[src/rtl/jmb_3x3_window_ctrl_if.sv]
// Handshake and window-status bundle between the 3x3 window controller and its neighbours.
// The controller is the slave side; upstream/downstream logic uses the master side.
interface jmb_3x3_window_ctrl_if #(
   parameter int COL_WIDTH = 8,
   parameter int ROW_WIDTH = 8
);
   logic                 start;
   logic                 pix_valid;
   logic                 pix_ready;
   logic                 shift_en;
   logic                 win_valid;
   logic                 win_last;
   logic [COL_WIDTH-1:0] cen_col;
   logic [ROW_WIDTH-1:0] cen_row;
   logic [3:0]           border;
   logic                 busy;
   logic                 frame_done;

   modport master (
      output start, pix_valid,
      input  pix_ready, shift_en, win_valid, win_last, cen_col, cen_row, border, busy, frame_done
   );

   modport slave (
      input  start, pix_valid,
      output pix_ready, shift_en, win_valid, win_last, cen_col, cen_row, border, busy, frame_done
   );
endinterface

[src/rtl/jmb_3x3_window_ctrl.sv]
// Fill/run/flush sequencer for the 3x3 window generator with centre coordinates and window strobe.
// Define JMB_WIN_CTRL_BORDER_EN to drive the {top,bottom,left,right} border flags; otherwise border is 0.
module jmb_3x3_window_ctrl #(
   parameter int IMAGE_WIDTH  = 10,
   parameter int IMAGE_HEIGHT = 100,
   parameter int COL_WIDTH    = 8,
   parameter int ROW_WIDTH    = 8
) (
   input  logic                    clock,
   input  logic                    reset_n,
   jmb_3x3_window_ctrl_if.slave    bus
);

   typedef enum logic [1:0] {
      S_IDLE  = 2'd0,
      S_FILL  = 2'd1,
      S_RUN   = 2'd2,
      S_FLUSH = 2'd3
   } state_t;

   state_t               r_state;
   logic                 r_pix_ready;
   logic                 r_busy;
   logic                 r_frame_done;
   logic                 r_win_valid;
   logic                 r_win_last;
   logic [COL_WIDTH-1:0] r_in_col;
   logic [ROW_WIDTH-1:0] r_in_row;
   logic [COL_WIDTH-1:0] r_out_col;
   logic [ROW_WIDTH-1:0] r_out_row;
   logic [COL_WIDTH-1:0] r_cen_col;
   logic [ROW_WIDTH-1:0] r_cen_row;

   logic w_accept;
   logic w_shift;
   logic w_produce;
   logic w_in_last_col;
   logic w_in_last_row;
   logic w_out_last_col;
   logic w_out_last_row;
   logic w_fill_done;
   logic w_flush_end;

   // Shift/produce decode and counter terminal-count compares.
   always_comb begin
      w_accept       = bus.pix_valid & r_pix_ready;
      w_shift        = w_accept | (r_state == S_FLUSH);
      w_produce      = w_shift & ((r_state == S_RUN) | (r_state == S_FLUSH));
      w_in_last_col  = (r_in_col == COL_WIDTH'(IMAGE_WIDTH - 1));
      w_in_last_row  = (r_in_row == ROW_WIDTH'(IMAGE_HEIGHT - 1));
      w_out_last_col = (r_out_col == COL_WIDTH'(IMAGE_WIDTH - 1));
      w_out_last_row = (r_out_row == ROW_WIDTH'(IMAGE_HEIGHT - 1));
      // pixel index image_width (row 1, col 0) is the (image_width+1)-th accepted pixel
      w_fill_done    = w_accept & (r_in_row == ROW_WIDTH'(1)) & (r_in_col == {COL_WIDTH{1'b0}});
      w_flush_end    = (r_in_col == COL_WIDTH'(IMAGE_WIDTH));
   end

   // Frame sequencer; the input column counter doubles as the flush shift counter.
   always_ff @(posedge clock or negedge reset_n) begin
      if (!reset_n) begin
         r_state      <= S_IDLE;
         r_pix_ready  <= 1'b0;
         r_busy       <= 1'b0;
         r_frame_done <= 1'b0;
         r_in_col     <= {COL_WIDTH{1'b0}};
         r_in_row     <= {ROW_WIDTH{1'b0}};
      end else begin
         r_frame_done <= 1'b0;
         case (r_state)
            S_IDLE: begin
               // a start coinciding with frame_done belongs to the frame just finished
               if (bus.start && !r_frame_done) begin
                  r_state     <= S_FILL;
                  r_pix_ready <= 1'b1;
                  r_busy      <= 1'b1;
                  r_in_col    <= {COL_WIDTH{1'b0}};
                  r_in_row    <= {ROW_WIDTH{1'b0}};
               end else begin
                  r_state <= S_IDLE;
               end
            end
            S_FILL, S_RUN: begin
               if (w_accept) begin
                  if (w_fill_done) begin
                     r_state <= S_RUN;
                  end else begin
                     r_state <= r_state;
                  end
                  if (w_in_last_col && w_in_last_row) begin
                     r_state     <= S_FLUSH;
                     r_pix_ready <= 1'b0;
                     r_in_col    <= {COL_WIDTH{1'b0}};
                     r_in_row    <= {ROW_WIDTH{1'b0}};
                  end else if (w_in_last_col) begin
                     r_in_col <= {COL_WIDTH{1'b0}};
                     r_in_row <= r_in_row + ROW_WIDTH'(1);
                  end else begin
                     r_in_col <= r_in_col + COL_WIDTH'(1);
                  end
               end else begin
                  r_state <= r_state;
               end
            end
            S_FLUSH: begin
               if (w_flush_end) begin
                  r_state      <= S_IDLE;
                  r_busy       <= 1'b0;
                  r_frame_done <= 1'b1;
                  r_in_col     <= {COL_WIDTH{1'b0}};
               end else begin
                  r_in_col <= r_in_col + COL_WIDTH'(1);
               end
            end
            default: begin
               r_state     <= S_IDLE;
               r_pix_ready <= 1'b0;
               r_busy      <= 1'b0;
               r_in_col    <= {COL_WIDTH{1'b0}};
               r_in_row    <= {ROW_WIDTH{1'b0}};
            end
         endcase
      end
   end

   // Window strobe and centre coordinates, updated on the producing shift edge.
   always_ff @(posedge clock or negedge reset_n) begin
      if (!reset_n) begin
         r_win_valid <= 1'b0;
         r_win_last  <= 1'b0;
         r_out_col   <= {COL_WIDTH{1'b0}};
         r_out_row   <= {ROW_WIDTH{1'b0}};
         r_cen_col   <= {COL_WIDTH{1'b0}};
         r_cen_row   <= {ROW_WIDTH{1'b0}};
      end else begin
         r_win_valid <= w_produce;
         if (w_produce) begin
            r_win_last <= w_out_last_col & w_out_last_row;
            r_cen_col  <= r_out_col;
            r_cen_row  <= r_out_row;
            if (w_out_last_col) begin
               r_out_col <= {COL_WIDTH{1'b0}};
               r_out_row <= w_out_last_row ? {ROW_WIDTH{1'b0}} : r_out_row + ROW_WIDTH'(1);
            end else begin
               r_out_col <= r_out_col + COL_WIDTH'(1);
            end
         end else if ((r_state == S_IDLE) && bus.start) begin
            r_win_last <= 1'b0;
            r_out_col  <= {COL_WIDTH{1'b0}};
            r_out_row  <= {ROW_WIDTH{1'b0}};
         end else begin
            r_win_last <= 1'b0;
         end
      end
   end

`ifdef JMB_WIN_CTRL_BORDER_EN
   logic [3:0] r_border;

   function automatic logic [3:0] calc_border(input logic [COL_WIDTH-1:0] col,
                                              input logic [ROW_WIDTH-1:0] row);
      calc_border = {(row == {ROW_WIDTH{1'b0}}),
                     (row == ROW_WIDTH'(IMAGE_HEIGHT - 1)),
                     (col == {COL_WIDTH{1'b0}}),
                     (col == COL_WIDTH'(IMAGE_WIDTH - 1))};
   endfunction

   // Border flags registered alongside the centre they describe.
   always_ff @(posedge clock or negedge reset_n) begin
      if (!reset_n) begin
         r_border <= 4'b0000;
      end else if (w_produce) begin
         r_border <= calc_border(r_out_col, r_out_row);
      end else begin
         r_border <= r_border;
      end
   end

   assign bus.border = r_border;
`else
   assign bus.border = 4'b0000;
`endif

   assign bus.pix_ready  = r_pix_ready;
   assign bus.shift_en   = w_shift;
   assign bus.win_valid  = r_win_valid;
   assign bus.win_last   = r_win_last;
   assign bus.cen_col    = r_cen_col;
   assign bus.cen_row    = r_cen_row;
   assign bus.busy       = r_busy;
   assign bus.frame_done = r_frame_done;

endmodule

[src/flat_wrapper.sv]
// flat-port wrapper written by rule: the top's interface ports become plain ports
module jmb_3x3_window_ctrl_flat 
#(
   parameter int IMAGE_WIDTH  = 10,
   parameter int IMAGE_HEIGHT = 100,
   parameter int COL_WIDTH    = 8,
   parameter int ROW_WIDTH    = 8
)
  (clock, reset_n, bus_start, bus_pix_valid, bus_pix_ready, bus_shift_en, bus_win_valid, bus_win_last, bus_cen_col, bus_cen_row, bus_border, bus_busy, bus_frame_done);
  jmb_3x3_window_ctrl_if #(.COL_WIDTH(COL_WIDTH), .ROW_WIDTH(ROW_WIDTH)) bus_i ();
  input  logic clock;
  input  logic reset_n;
  input wire logic [$bits(bus_i.start)-1:0] bus_start;
  input wire logic [$bits(bus_i.pix_valid)-1:0] bus_pix_valid;
  output wire logic [$bits(bus_i.pix_ready)-1:0] bus_pix_ready;
  output wire logic [$bits(bus_i.shift_en)-1:0] bus_shift_en;
  output wire logic [$bits(bus_i.win_valid)-1:0] bus_win_valid;
  output wire logic [$bits(bus_i.win_last)-1:0] bus_win_last;
  output wire logic [$bits(bus_i.cen_col)-1:0] bus_cen_col;
  output wire logic [$bits(bus_i.cen_row)-1:0] bus_cen_row;
  output wire logic [$bits(bus_i.border)-1:0] bus_border;
  output wire logic [$bits(bus_i.busy)-1:0] bus_busy;
  output wire logic [$bits(bus_i.frame_done)-1:0] bus_frame_done;
  assign bus_i.start = bus_start;
  assign bus_i.pix_valid = bus_pix_valid;
  assign bus_pix_ready = bus_i.pix_ready;
  assign bus_shift_en = bus_i.shift_en;
  assign bus_win_valid = bus_i.win_valid;
  assign bus_win_last = bus_i.win_last;
  assign bus_cen_col = bus_i.cen_col;
  assign bus_cen_row = bus_i.cen_row;
  assign bus_border = bus_i.border;
  assign bus_busy = bus_i.busy;
  assign bus_frame_done = bus_i.frame_done;
  jmb_3x3_window_ctrl #(.IMAGE_WIDTH(IMAGE_WIDTH), .IMAGE_HEIGHT(IMAGE_HEIGHT), .COL_WIDTH(COL_WIDTH), .ROW_WIDTH(ROW_WIDTH)) u_core (.clock(clock), .reset_n(reset_n), .bus(bus_i));
endmodule
[config.mk]
export PLATFORM = sky130hd
export DESIGN_NAME = jmb_3x3_window_ctrl_flat
export DESIGN_NICKNAME = d
export VERILOG_FILES = /design/src/rtl/jmb_3x3_window_ctrl_if.sv /design/src/rtl/jmb_3x3_window_ctrl.sv /design/src/flat_wrapper.sv
export SDC_FILE = /design/constraint.sdc
export NUM_CORES = 1
export LEC_CHECK = 0
export ABC_AREA = 1
export ABC_CLOCK_PERIOD_IN_PS = 3700
export BUFFER_PORTS_ARGS = -buffer_cell sky130_fd_sc_hd__buf_2
export CAP_MARGIN = 5
export CORE_MARGIN = 2
export CORE_UTILIZATION = 64
export CTS_CLUSTER_SIZE = 24
export DETAILED_ROUTE_END_ITERATION = 6
export PLACE_DENSITY_LB_ADDON = 0.25
export SETUP_SLACK_MARGIN = 0.05
export SKIP_LAST_GASP = 1
export SYNTH_ARGS = -nofsm -noshare
export SYNTH_HDL_FRONTEND = slang
export SYNTH_SLANG_ARGS = --single-unit
[constraint.sdc]
create_clock -name clock -period 3.7 [get_ports clock]
set_clock_uncertainty 0.15 [all_clocks]
set_input_delay 0.555 -clock clock [delete_from_list [all_inputs] [get_ports clock]]
set_output_delay 0.555 -clock clock [all_outputs]
set_load 0.01 [all_outputs]
==> run metrics, run 1 <==
maximum vdd drop 271.0 uV; number of port buffers 25; cell taking the most area after synthesis dfrtp_1; Die Ht 73.51 um; final hold viol count 0; HPWL after DPL 4.368 mm; Yosys cell types 34; Pre-Repair DR Iteration Count 4; die width 73.51 um; vias per cell 5.433; CTS max path bufs 2; via count 2499; WL final 5.991 mm; post-synthesis sequential area ratio 44.52%; Ys Warns 0; RSZ-0062 raised after global routing no; initial DRC count 251; max cap viols 0; # Post-CTS Setup Buffers 0; die area 5403 um^2; Main synth FF type dfrtp_1; Inserted Diodes 0; P_leak 1.685 nW; CTS Root Cell clkbuf_8; Setup crit start kind register; Post-Syn Area 3092 um^2; syn_area_per_cell 8.179 um^2; WS Path Type reg2reg; grt ovf 0; IO Pins 30; # resized after CTS 0; top-count cell post-synth nand2_1; Worst-Skew Late Latency 310 ps; ranking of synthesized cells by area dfrtp_1, nand2_1, ha_1; minimum clock period 2125 ps; number of global-route vias before repair 2299; Core ar. 4692 um^2; gp weighted congestion 0.9521; Hold Buf Count CTS 0; Worst setup EP type register; Post-synth ARST share 100.0%; initial antenna violation count 0; final core area utilization 71.04%; Hold Path Class in2async; Synth-to-Final Area Change 7.811%; Slew headroom 37.88%; CTS tree yes; starting density of the core 65.89%; setup TNS 0 ps; Final Cycle Share 57.42%; number of flops mapped to enable cells by yosys 0; Synth Instances 378; largest net degree at the start of global routing 43; Final setup viols 0; clock sinks 55; FF-to-FF path depth 10; highest achievable clock rate 0.4707 GHz; total track usage 24.72%; Inserted Clock Buffers 5; CTS HTree Levels 2; status finished, final reports clean; Site Rows 25; fraction of layout cells with a size suffix above 1 16.50%; Crit Path Max Fanout 33; CP Data Required Time 3750 ps; Fill cells 388; drt drc 0; nets 421; FF+latch count, synth 55; Yosys top cell area share 44.52%; Worst-Margin Slew 931.8 ps; clk slew on worst S/H paths 110 ps; WL/cell 13.02 um; Slew Viols, Final 0; power per cell area 570.9 nW/um^2; Post-synth top cells nand2_1, dfrtp_1, inv_1; crit path DAT 2170 ps; Post-DRT Antenna Nets 0; first-pass GRT wire length 10.49 mm
==> path summary, 6_finish.rpt <==
check | from | end | slack (ps)
min in group clock | u_core.bus.busy | u_core.bus.busy | 330
max in group asynchronous | reset_n | u_core.bus.cen_row[2] | 2440
worst max register to register | u_core.r_state[0] | u_core.r_out_row[4] | 1580
worst min-delay path | reset_n | u_core.r_out_col[5] | 230
worst min register to register | u_core.bus.busy | u_core.bus.busy | 330
worst max-delay path | u_core.r_state[0] | u_core.r_out_row[4] | 1580
==> critical path: stages, from the launching register on <==
cell	delay, ps
dfrtp_1	410
ha_1	290
inv_2	170
nand2_2	90
o21ai_2	60
buf_4	320
inv_4	130
nand2_2	150
nand2_4	100
nand2_1	70
o21ai_0	70
==> through the flow <==
step                      power [mW]  cell area (um^2)  hold WS (ps)  cells  setup WS (ps)
after floorplan                1.398              3103         109.4    381           1905
after global placement         1.541              3242         304.3    452           1643
after detailed placement       1.572              3242         308.2    452           1580
after CTS                      1.912              3333         256.2    460           1565
after global routing           2.051              3333         305.3    460           1381
final                          1.903              3333         225.9    460           1576
==> layout by cell type (no fill, tap or decap), types with 4 or more instances in the layout <==
cell type	n
nor2_1	26
o22ai_1	6
nand3b_1	5
o21ai_0	20
clkbuf_8	5
nand3_1	30
o21ai_2	6
nor3_1	6
dfrtp_1	55
ha_1	12
nand4_1	10
nand2_4	4
conb_1	4
nand2_1	103
nand2_2	12
xnor2_1	4
buf_2	25
o21ai_1	6
inv_1	37
xor2_1	9
==> flip-flops by register name, indices dropped and copies added, names as in the netlist, 2 cells and up <==
name                flops
u_core.r_out_col        8
u_core.r_in_col         8
u_core.bus.cen_row      8
u_core.r_out_row        8
u_core.r_in_row         8
u_core.r_state          2
u_core.bus.cen_col      8
==> per-layer routing <==
metal	global-route usage [%]	wire, um
met5	0	0
met4	6.667	65
met3	3.018	265
met2	36.90	2727
met1	38.16	2933
==> layout make-up <==
cell class                 instances  area [um^2]  share of cell area (%)
clock buffer                       5        68.82                   2.065
clock inverter                     3        22.52                  0.6757
inverter                          42        162.7                   4.880
multi-input combinational        274         1495                   44.86
sequential                        55         1376                   41.29
tap                               54        67.56                   2.027
timing repair buffer              27        140.1                   4.204
==> power breakdown <==
group / switching [mW] / internal [mW]
logic: 0.553 / 0.248
registers: 0.0714 / 0.686
clock network: 0.208 / 0.136
total: 0.833 / 1.07
==> cell families (layout without fill, tap and decap cells) <==
kind of cell,after synthesis,in the layout,synth area share (%)
xor gates and xnor gates,13,13,3.683
AOI/OAI and AO/OA,44,44,8.459
adders and majority gates,12,12,4.856
and+or+nand+nor,201,201,30.88
buffers and inverters,52,77,7.486
DFF,55,55,44.52
other,1,4,0.1213
(Power assumes the default switching activity.)
==> inputs of run 2 (changes only) <==
--- a/config.mk
+++ b/config.mk
@@ -6,11 +6,11 @@
 export NUM_CORES = 1
 export LEC_CHECK = 0
 export ABC_AREA = 1
-export ABC_CLOCK_PERIOD_IN_PS = 3700
+export ABC_CLOCK_PERIOD_IN_PS = 2130
 export BUFFER_PORTS_ARGS = -buffer_cell sky130_fd_sc_hd__buf_2
 export CAP_MARGIN = 5
 export CORE_MARGIN = 2
-export CORE_UTILIZATION = 64
+export CORE_UTILIZATION = 59
 export CTS_CLUSTER_SIZE = 24
 export DETAILED_ROUTE_END_ITERATION = 6
 export PLACE_DENSITY_LB_ADDON = 0.25
==> constraint.sdc (replaced) <==
create_clock -name clock -period 2.13 [get_ports clock]
set_clock_uncertainty 0.15 [all_clocks]
set_input_delay 0.3195 -clock clock [delete_from_list [all_inputs] [get_ports clock]]
set_output_delay 0.3195 -clock clock [all_outputs]
set_load 0.01 [all_outputs]
==> run 2 against run 1 <==
  * Sequential power increased by 74%
  * Via count is 0.12% higher
  * Die area up 8.0%
  * Non-clock buffer count rose by 2
  * First-iteration DRC count down 10%
  * Combinational power rose by 79%
  * Flip-flop and latch count unchanged
  * Power grew 76%
  * Largest cell class unchanged
  * Utilization is 4.4 points lower
==> run metrics, run 2 (same netlist as run 1, synthesis figures left out) <==
minimum setup slack after placement 237.8 ps; CTS max path bufs 2; Hold Path Class in2reg; Worst-Skew Late Latency 300 ps; Finished Cell Area 3381 um^2; Slew Viols, Final 0; Synth-to-Final Area Change 9.348%; placed instance area 3282 um^2; final core area utilization 66.62%; Core ar. 5075 um^2; Post-Layout Cell Count 478; Inserted Diodes 0; highest achievable clock rate 0.5224 GHz; number of global-route vias before repair 2393; Final Cycle Share 89.88%; via count 2502; Worst setup EP type register; crit path cell chain inv_1, ha_1, nand2_4, nand2_4, inv_2, nand2_4, nor2_8, inv_4, nand2_2, o21ai_2; clk slew on worst S/H paths 100 ps; most frequent cells in the layout nand2_1, dfrtp_1, inv_1; Setup crit start kind register; Fill cells 443; number of port buffers 25; total track usage 21.90%; crit path capture u_core.r_in_row[0]; Pint 1.883 mW; clock sinks 55; WP depth 10; max cap viols 0; cell family with most CP delay simple AND/OR/NAND/NOR gates; CP Buf/Inv Count 3; Comb power frac 42.9%; vias per cell 5.234; WL/cell 12.47 um; grt ovf 0; Reg2Reg Capture Point u_core.r_in_row[0]; Die Ht 76.39 um; register share of total power 39.5%; IO Pins 30; first-pass GRT wire length 10.57 mm; die area 5835 um^2; Final setup viols 0; Post-DRT Antenna Nets 0; placed insts 469; CP max stage delay 390 ps; CP Launch Point u_core.r_state[0]; setup TNS 0 ps; RSZ-0062 raised after global routing no; r2r startpoint u_core.r_state[0]; crit path DAT 1960 ps; Inserted Clock Buffers 5; power per cell area 989.3 nW/um^2; initial antenna violation count 0; CTS Root Cell clkbuf_8; cell mode on critical path nand2_4; CTS tree yes; clock network fraction of design power 17.6%; fraction of layout cells with a size suffix above 1 16.42%; Crit Path Max Fanout 11; Sw Pwr 1.462 mW; gp weighted congestion 0.8938; Pre-Repair DR Iteration Count 5; CP Data Required Time 2180 ps; CTS HTree Levels 2; P_leak 1.692 nW; initial DRC count 225; status finished, final reports clean; largest net degree at the start of global routing 56; drt drc 0; switching share of power 43.70%; minimum clock period 1914 ps; maximum vdd drop 696.5 uV; starting density of the core 60.92%; # Post-CTS Setup Buffers 0; WL final 5.962 mm; Setup WS post-layout 215.6 ps; final hold viol count 0; die width 76.39 um; setup slack, reg-to-reg 220 ps; critical path's slowest cell dfrtp_1; most common cell after layout, fill and taps aside nand2_1; FF-to-FF path depth 10; Site Rows 26; WS Path Type reg2reg; HPWL after DPL 4.355 mm; nets 423
[run 2: cell count changes in the layout (fill, tap and decap cells not counted), sizes merged]
cell | previous run | this run
buf | 27 | 28
clkbuf | 5 | 6
clkinv | 3 | 1
clkinvlp | 0 | 1
dlygate4sd3 | 0 | 1
[run 2: timing repair]
action                                 in CTS  in global routing
resized for setup                           0                  0
hold buffers                                1                  0
endpoints found under the hold margin      55                  0
[run 2: cell type report]
class                           count  area (um^2)  share of cell area, %
Timing Repair Buffer               29        170.2                  5.033
Sequential cell                    55         1376                  40.71
Multi-Input combinational cell    274         1495                  44.23
Clock buffer                        6        72.57                  2.147
Inverter                           42        162.7                  4.811
Clock inverter                      2        16.27                 0.4811
Tap cell                           70        87.58                  2.591
[run 2: metal layers]
layer,GRT usage (%),wire (um)
met1,31.28,2928
met2,34.69,2712
met3,3.673,261
met4,6.364,60
met5,0,0
[run 2: tightest hold or removal path, stage by stage]
cell and delay (ps):
buf_2 120, nand4_1 90, nand2_1 50
[run 2: through the flow]
step | power (mW) | hold slack [ps]
after global routing | 3.579 | 165.5
final | 3.345 | 162.6
after global placement | 2.711 | 185.5
after detailed placement | 2.766 | 188.7
after floorplan | 2.429 | -126.1
after CTS | 3.362 | 157.9
[run 2: worst min-delay path by stage]
stage	slack (ps)	start	depth (start not counted)	end
final	160	bus_start	3	u_core.bus.busy
after CTS	160	bus_start	3	u_core.bus.busy
after global routing	170	bus_start	3	u_core.bus.busy
after detailed placement	190	reset_n	2	u_core.r_in_row[3]
after floorplan	-130	reset_n	0	u_core.bus.busy
after global placement	190	reset_n	2	u_core.r_in_row[7]
[run 2: power by group through the flow]
stage / clock network, mW / logic [mW] / registers, mW
CTS: 0.602 / 1.44 / 1.32
floorplan: 0 / 1.07 / 1.36
finish: 0.589 / 1.43 / 1.32
global route: 0.647 / 1.59 / 1.34
detailed placement: 0 / 1.43 / 1.34
global placement: 0 / 1.38 / 1.33
